===== src/rtl/timer_bank_pkg.sv =====
// Shared definitions for the timer bank:
// register offsets, CTRL fields, mode codes, FSM states.
package timer_bank_pkg;

  localparam int CHW = 3;

  localparam logic [1:0] REG_CTRL   = 2'd0;
  localparam logic [1:0] REG_PRESET = 2'd1;
  localparam logic [1:0] REG_COUNT  = 2'd2;
  localparam logic [1:0] REG_STATUS = 2'd3;

  localparam int CTRL_EN   = 0;
  localparam int CTRL_MODE = 1;
  localparam int CTRL_IM   = 3;
  localparam int CTRL_PSC  = 8;

  localparam logic [1:0] MODE_ONESHOT = 2'b00;
  localparam logic [1:0] MODE_FREE    = 2'b10;

  typedef enum logic [1:0] {
    ST_IDLE,
    ST_LOAD,
    ST_CNT,
    ST_INT
  } state_t;

  // Mode 11 aliases one-shot.
  function automatic logic is_oneshot(input logic [1:0] m);
    return (m == MODE_ONESHOT) || (m == 2'b11);
  endfunction

endpackage


===== src/rtl/timer_channel.sv =====
// One timer channel: CTRL/PRESET/COUNT/STATUS,
// prescaler and the IDLE/LOAD/CNT/INT sequencer.
module timer_channel
  import timer_bank_pkg::*;
#(
  parameter int CNT_W = 32,
  parameter int PSC_W = 8
) (
  input  logic        clk,
  input  logic        reset,
  input  logic [1:0]  reg_sel,
  input  logic        we,
  input  logic [31:0] din,
  output logic [31:0] rdata,
  output logic        irq
);

  state_t state, state_nxt;

  logic             en;
  logic [1:0]       mode;
  logic             im;
  logic [PSC_W-1:0] psc;
  logic [PSC_W-1:0] psc_cnt;
  logic [CNT_W-1:0] preset;
  logic [CNT_W-1:0] count;
  logic             pending;

  logic tick, free, cnt_last, cnt_max;
  logic do_load, run, do_tick, hw_set, hw_clr_en;
  logic wr_ctrl, wr_preset, w1c;
  logic din_unused;

  assign din_unused = ^din;

  assign tick     = (psc_cnt == psc);
  assign free     = (mode == MODE_FREE);
  assign cnt_last = (count <= CNT_W'(1));
  assign cnt_max  = &count;

  assign wr_ctrl   = we && (reg_sel == REG_CTRL);
  assign wr_preset = we && (reg_sel == REG_PRESET);
  assign w1c       = we && (reg_sel == REG_STATUS) && din[0];

  // Sequencer state register
  always_ff @(posedge clk) begin
    if (reset) state <= ST_IDLE;
    else       state <= state_nxt;
  end

  // Sequencer next-state
  always_comb begin
    state_nxt = state;
    unique case (state)
      ST_IDLE: if (en) state_nxt = ST_LOAD;
      ST_LOAD: state_nxt = ST_CNT;
      ST_CNT: begin
        if (!en)
          state_nxt = ST_IDLE;
        else if (tick && !free && cnt_last)
          state_nxt = ST_INT;
      end
      ST_INT:
        state_nxt = is_oneshot(mode) ? ST_IDLE : ST_LOAD;
      default: state_nxt = ST_IDLE;
    endcase
  end

  // Sequencer outputs: load, tick and expiry strobes
  always_comb begin
    do_load   = (state == ST_LOAD);
    run       = (state == ST_CNT) && en;
    do_tick   = run && tick;
    hw_set    = do_tick && (free ? cnt_max : cnt_last);
    hw_clr_en = (state == ST_INT) && is_oneshot(mode);
  end

  // Software-visible registers; software CTRL write beats hw EN clear
  always_ff @(posedge clk) begin
    if (reset) begin
      en      <= 1'b0;
      mode    <= 2'b00;
      im      <= 1'b0;
      psc     <= '0;
      preset  <= '0;
      pending <= 1'b0;
    end else begin
      if (wr_ctrl) begin
        en   <= din[CTRL_EN];
        mode <= din[CTRL_MODE +: 2];
        im   <= din[CTRL_IM];
        psc  <= din[CTRL_PSC +: PSC_W];
      end else if (hw_clr_en) begin
        en <= 1'b0;
      end
      if (wr_preset) preset <= din[CNT_W-1:0];
      if (hw_set)   pending <= 1'b1;
      else if (w1c) pending <= 1'b0;
    end
  end

  // Counter and prescaler datapath
  always_ff @(posedge clk) begin
    if (reset) begin
      count   <= '0;
      psc_cnt <= '0;
    end else if (do_load) begin
      count   <= preset;
      psc_cnt <= '0;
    end else if (run) begin
      if (tick) begin
        psc_cnt <= '0;
        if (free)          count <= count + CNT_W'(1);
        else if (cnt_last) count <= '0;
        else               count <= count - CNT_W'(1);
      end else begin
        psc_cnt <= psc_cnt + PSC_W'(1);
      end
    end
  end

  // Register read mux, unused bits zero
  always_comb begin
    rdata = '0;
    unique case (reg_sel)
      REG_CTRL: begin
        rdata[CTRL_EN]          = en;
        rdata[CTRL_MODE +: 2]   = mode;
        rdata[CTRL_IM]          = im;
        rdata[CTRL_PSC +: PSC_W] = psc;
      end
      REG_PRESET: rdata[CNT_W-1:0] = preset;
      REG_COUNT:  rdata[CNT_W-1:0] = count;
      REG_STATUS: rdata[0]         = pending;
      default:    rdata = '0;
    endcase
  end

  assign irq = pending & im;

endmodule


===== src/rtl/timer_bank.sv =====
// Multi-channel timer bank: channel decode,
// write gating, read mux and interrupt reduction.
module timer_bank
  import timer_bank_pkg::*;
#(
  parameter int NUM_CH = 2,
  parameter int CNT_W  = 32,
  parameter int PSC_W  = 8
) (
  input  logic              clk,
  input  logic              reset,
  input  logic [29:0]       addr,
  input  logic              we,
  input  logic [31:0]       din,
  output logic [31:0]       dout,
  output logic [NUM_CH-1:0] irq,
  output logic              irq_any
);

  logic [CHW-1:0] chan;
  logic [1:0]     reg_sel;
  logic [31:0]    rdata [NUM_CH];
  logic           addr_unused;

  assign chan        = addr[CHW+1:2];
  assign reg_sel     = addr[1:0];
  assign addr_unused = ^addr[29:CHW+2];

  for (genvar i = 0; i < NUM_CH; i++) begin : g_ch
    timer_channel #(
      .CNT_W (CNT_W),
      .PSC_W (PSC_W)
    ) u_ch (
      .clk     (clk),
      .reset   (reset),
      .reg_sel (reg_sel),
      .we      (we && (chan == CHW'(i))),
      .din     (din),
      .rdata   (rdata[i]),
      .irq     (irq[i])
    );
  end

  // Read mux; unpopulated channels read zero
  always_comb begin
    dout = '0;
    for (int i = 0; i < NUM_CH; i++)
      if (chan == CHW'(i)) dout = rdata[i];
  end

  assign irq_any = |irq;

endmodule

===== config.mk =====
export PLATFORM = sky130hd
export DESIGN_NAME = timer_bank
export DESIGN_NICKNAME = d
export VERILOG_FILES = /design/src/rtl/timer_bank_pkg.sv /design/src/rtl/timer_channel.sv /design/src/rtl/timer_bank.sv
export SDC_FILE = /design/constraint.sdc
export NUM_CORES = 1
export LEC_CHECK = 0
export CAP_MARGIN = 20
export CORE_MARGIN = 2
export CORE_UTILIZATION = 60
export DETAILED_ROUTE_END_ITERATION = 8
export PLACE_DENSITY_LB_ADDON = 0.08
export SYNTH_ARGS = -nofsm -noshare
export SYNTH_HDL_FRONTEND = slang
export SYNTH_HIERARCHICAL = 1
export SYNTH_SLANG_ARGS = --single-unit

===== constraint.sdc =====
create_clock -name clk -period 4.2 [get_ports clk]
set_input_delay 0.42 -clock clk [delete_from_list [all_inputs] [get_ports clk]]
set_output_delay 0.42 -clock clk [all_outputs]
set_load 0.02 [all_outputs]

==> reports/metrics.csv <==
stage,metric,value,unit
timing,fin_crit_sh,89.8,%
worst_setup_path,cp_max_fo,22,
timing,fmax,0.265,GHz
place,placed_area,0.0127,mm^2
worst_setup_path,regToRegEndpoint,g_ch[1].u_ch/count[31],
yosys,yosys_warnings,6,
cts,cts-htree-levels,4,
cts,tritoncts,yes,
worst_setup_path,cp_slowest_stage_delay,690,ps
timing,slew_viol_final,0,
worst_setup_path,rr_worst_depth,6,
global_route,track_usage,36.6,%
floorplanning,dieArea,0.0216,mm^2
global_route,grt-ovfl-total,0,
timing,slew_headroom,32.0,%
floorplanning,ioPinCount,100,
yosys,synth_edf_count,0,
cts,cts_setup_buffers,0,
power_and_ir_drop,p_per_area,264,mW/mm^2
place,dpl.hpwl,28000,um
detailed_routing,drc,2,
timing,hold_viol,0,
final_layout,drive_gt1_share,6.17,%
yosys,synth_top_area_cell,dfxtp_1,
worst_setup_path,crit_type,in -> out,
yosys,synthDistinctLibCells,89,
worst_setup_path,path_cells,"clkdlybuf4s50_1, inv_1, ha_1, buf_4, a22oi_1, nor2b_1, mux2i_1, nor2_1, clkdlybuf4s50_1",
power_and_ir_drop,peakVddDrop,0.242,mV
global_route,grt_pass1_wl,63900,um
run_status,violations,design-rule violations,
cts,holdBufCountCts,0,
yosys,synthFlopType,dfxtp_1,
worst_setup_path,arrival,3350,ps
final_layout,areaGrowthSynthToFinish,8.76,%
timing,fin_tns_setup,0,ps
final_layout,regArea,0.00348,mm^2
worst_setup_path,cpMostUsedCell,clkdlybuf4s50_1,
worst_setup_path,crit_path_start_kind,input port,
yosys,synth_nets,1757,
floorplanning,core_area,0.0201,mm^2
final_layout,multi_input_area,0.00782,mm^2
detailed_routing,via_per_inst,6.72,
place,io_buffers,74,
final_layout,fin_nets,1712,
worst_setup_path,cp_slowest_cell,ha_1,
cts,cts_inserted_buffers,17,
floorplanning,start_util,60.9,%
final_layout,fill_cells,1756,
detailed_routing,dr.pass1.iters,9,
yosys,synth_area_per_cell,7.33,um^2
timing,finalSetupViolations,0,
cts,clock_latency,440,ps
hold_path,hold_class,in -> reg,
worst_setup_path,worst_ep_required_time,3780,ps
run,maxCapViolCount,0,
detailed_routing,vias,12806,
power_and_ir_drop,power_leakage,0.00461,uW
timing,clock_skew,13.6,ps
floorplanning,die_y,147,um
worst_setup_path,critPathCaptureType,output pin,
global_route,antenna_found_initial,0,
cts,path_clk_slew,70,ps
yosys,netlist_top_cells_area,"dfxtp_1 (28%), nand2_1 (8.3%), a21oi_1 (5.9%)",
detailed_routing,ant_nets,0,
cts,cts_max_path_buffers,2,
floorplanning,die_w,147,um
yosys,syn-cell-area,0.0122,mm^2
hold_path,min_to,g_ch[0].u_ch/preset[26],
cts,cts_root_buf,clkbuf_16,
floorplanning,row_count,52,
yosys,seq_area_frac_synth,28.5,%
final_layout,n_antenna_cell,0,
yosys,synth_cells,1670,
timing,worst_slew_pin_slew,1010,ps
worst_setup_path,r2r_slack,1040,ps
timing,final.min_clock_period,3770,ps
timing,rsz0062_at_grt,no,
worst_setup_path,r2r_start,g_ch[1].u_ch/count[3],
global_route,grt_max_degree,50,
yosys,ys_ff_latch,174,
detailed_routing,drt_wl_total,40200,um
hold_path,hold_start,reset,
cts,cts.sinks,174,
hold_path,whs_path_depth,2,
detailed_routing,drtIter0Drc,1610,
run_status,status,"finished, violations left",
detailed_routing,wl_per_cell,21.1,um
cts,ctsResizeCount,0,
place,place.gp.congestion,0.981,
global_route,grt_pass1_vias,11618,
final_layout,design_area,0.0133,mm^2
yosys,yosysTopAreaCellShare,28.5,%
yosys,async_flop_share,0,%
-- worst max-delay path, delay by kind of cell --
family | cells | cell delay [ps]
buf+inv | 4 | 1740
fa+ha+maj | 1 | 690
simple gates | 2 | 280
compound gates | 1 | 100
mux | 1 | 100
-- layer usage --
metal  share of wire, %  global-route usage [%]
met4                2.7                    11.8
met5                  0                       0
met2                 47                    59.5
met3                9.5                    6.93
met1                 41                    49.1
-- cell type report --
cell class | count | area share [%]
clock inverter | 14 | 1.05
timing repair buffer | 104 | 7.35
multi-input combinational | 1296 | 58.8
clock buffer | 17 | 3.20
tap | 270 | 2.54
inverter | 32 | 0.903
sequential | 174 | 26.2
-- synth_stat cells, types with 17 or more instances --
cell type,count
a21oi_1,144
a221oi_1,17
a222oi_1,24
a22oi_1,59
a31oi_1,20
and3_1,19
clkbuf_1,120
dfxtp_1,174
ha_1,22
inv_1,31
mux2i_1,39
nand2_1,270
nand3_1,61
nand4_1,35
nor2_1,131
nor2b_1,43
nor3_1,53
nor4_1,43
o21ai_0,49
xnor2_1,27
xor2_1,52
-- worst max path at each step --
stage,start,to,slack [ps]
after CTS,addr[1],dout[29],480
after floorplan,g_ch[1].u_ch/count[23],g_ch[1].u_ch/count[9],1700
final,addr[1],dout[29],430
after global routing,addr[1],dout[29],230
after global placement,addr[1],dout[16],550
after detailed placement,addr[1],dout[29],490
-- where the power goes --
part | leakage (uW) | internal, uW | total (uW) | switching [uW]
combinational | 0.00293 | 103 | 283 | 180
sequential | 0.00140 | 1660 | 1660 | 9.32
clock | 0.000280 | 790 | 1570 | 780
-- cell usage in the layout (no fill, tap or decap), types with 24 or more instances in the layout --
cell             instances
nand2_1                270
dfxtp_1                174
a21oi_1                144
nor2_1                 131
clkdlybuf4s50_1         72
nand3_1                 61
a22oi_1                 59
nor3_1                  53
xor2_1                  52
o21ai_0                 49
nor4_1                  43
nor2b_1                 41
mux2i_1                 39
nand4_1                 35
inv_1                   31
buf_4                   30
xnor2_1                 27
a222oi_1                24
-- flip-flops by register name, summed over array words and instances (netlist names) --
signal,cells
g_ch.u_ch/pending,2
g_ch.u_ch/preset,64
g_ch.u_ch/im,2
g_ch.u_ch/psc,16
g_ch.u_ch/count,64
g_ch.u_ch/mode,4
g_ch.u_ch/en,2
g_ch.u_ch/state,4
g_ch.u_ch/psc_cnt,16
-- stage by stage --
stage | hold slack [ps] | util [%] | setup slack [ps] | power [uW] | cells
after floorplan | 444 | - | 1700 | 1870 | 1670
after global placement | 457 | 63.2 | 554 | 1980 | 1875
after detailed placement | 463 | 63.2 | 494 | 1980 | 1875
after CTS | 455 | 66.1 | 479 | 3530 | 1906
after global routing | 481 | 66.2 | 227 | 3620 | 1907
final | 472 | 66.2 | 430 | 3520 | 1907
-- cells by family after synthesis --
group,count (synthesis),share of synthesized area (%)
AND/OR/NAND/NOR,720,28.3
AO/OA/AOI/OAI,435,24.3
buffers and inverters,200,7.80
flip-flops,174,28.5
XOR/XNOR,79,5.66
multiplexers,40,3.28
adder cells (fa/ha/maj),22,2.25
Power figures use the tool's default switching activity.
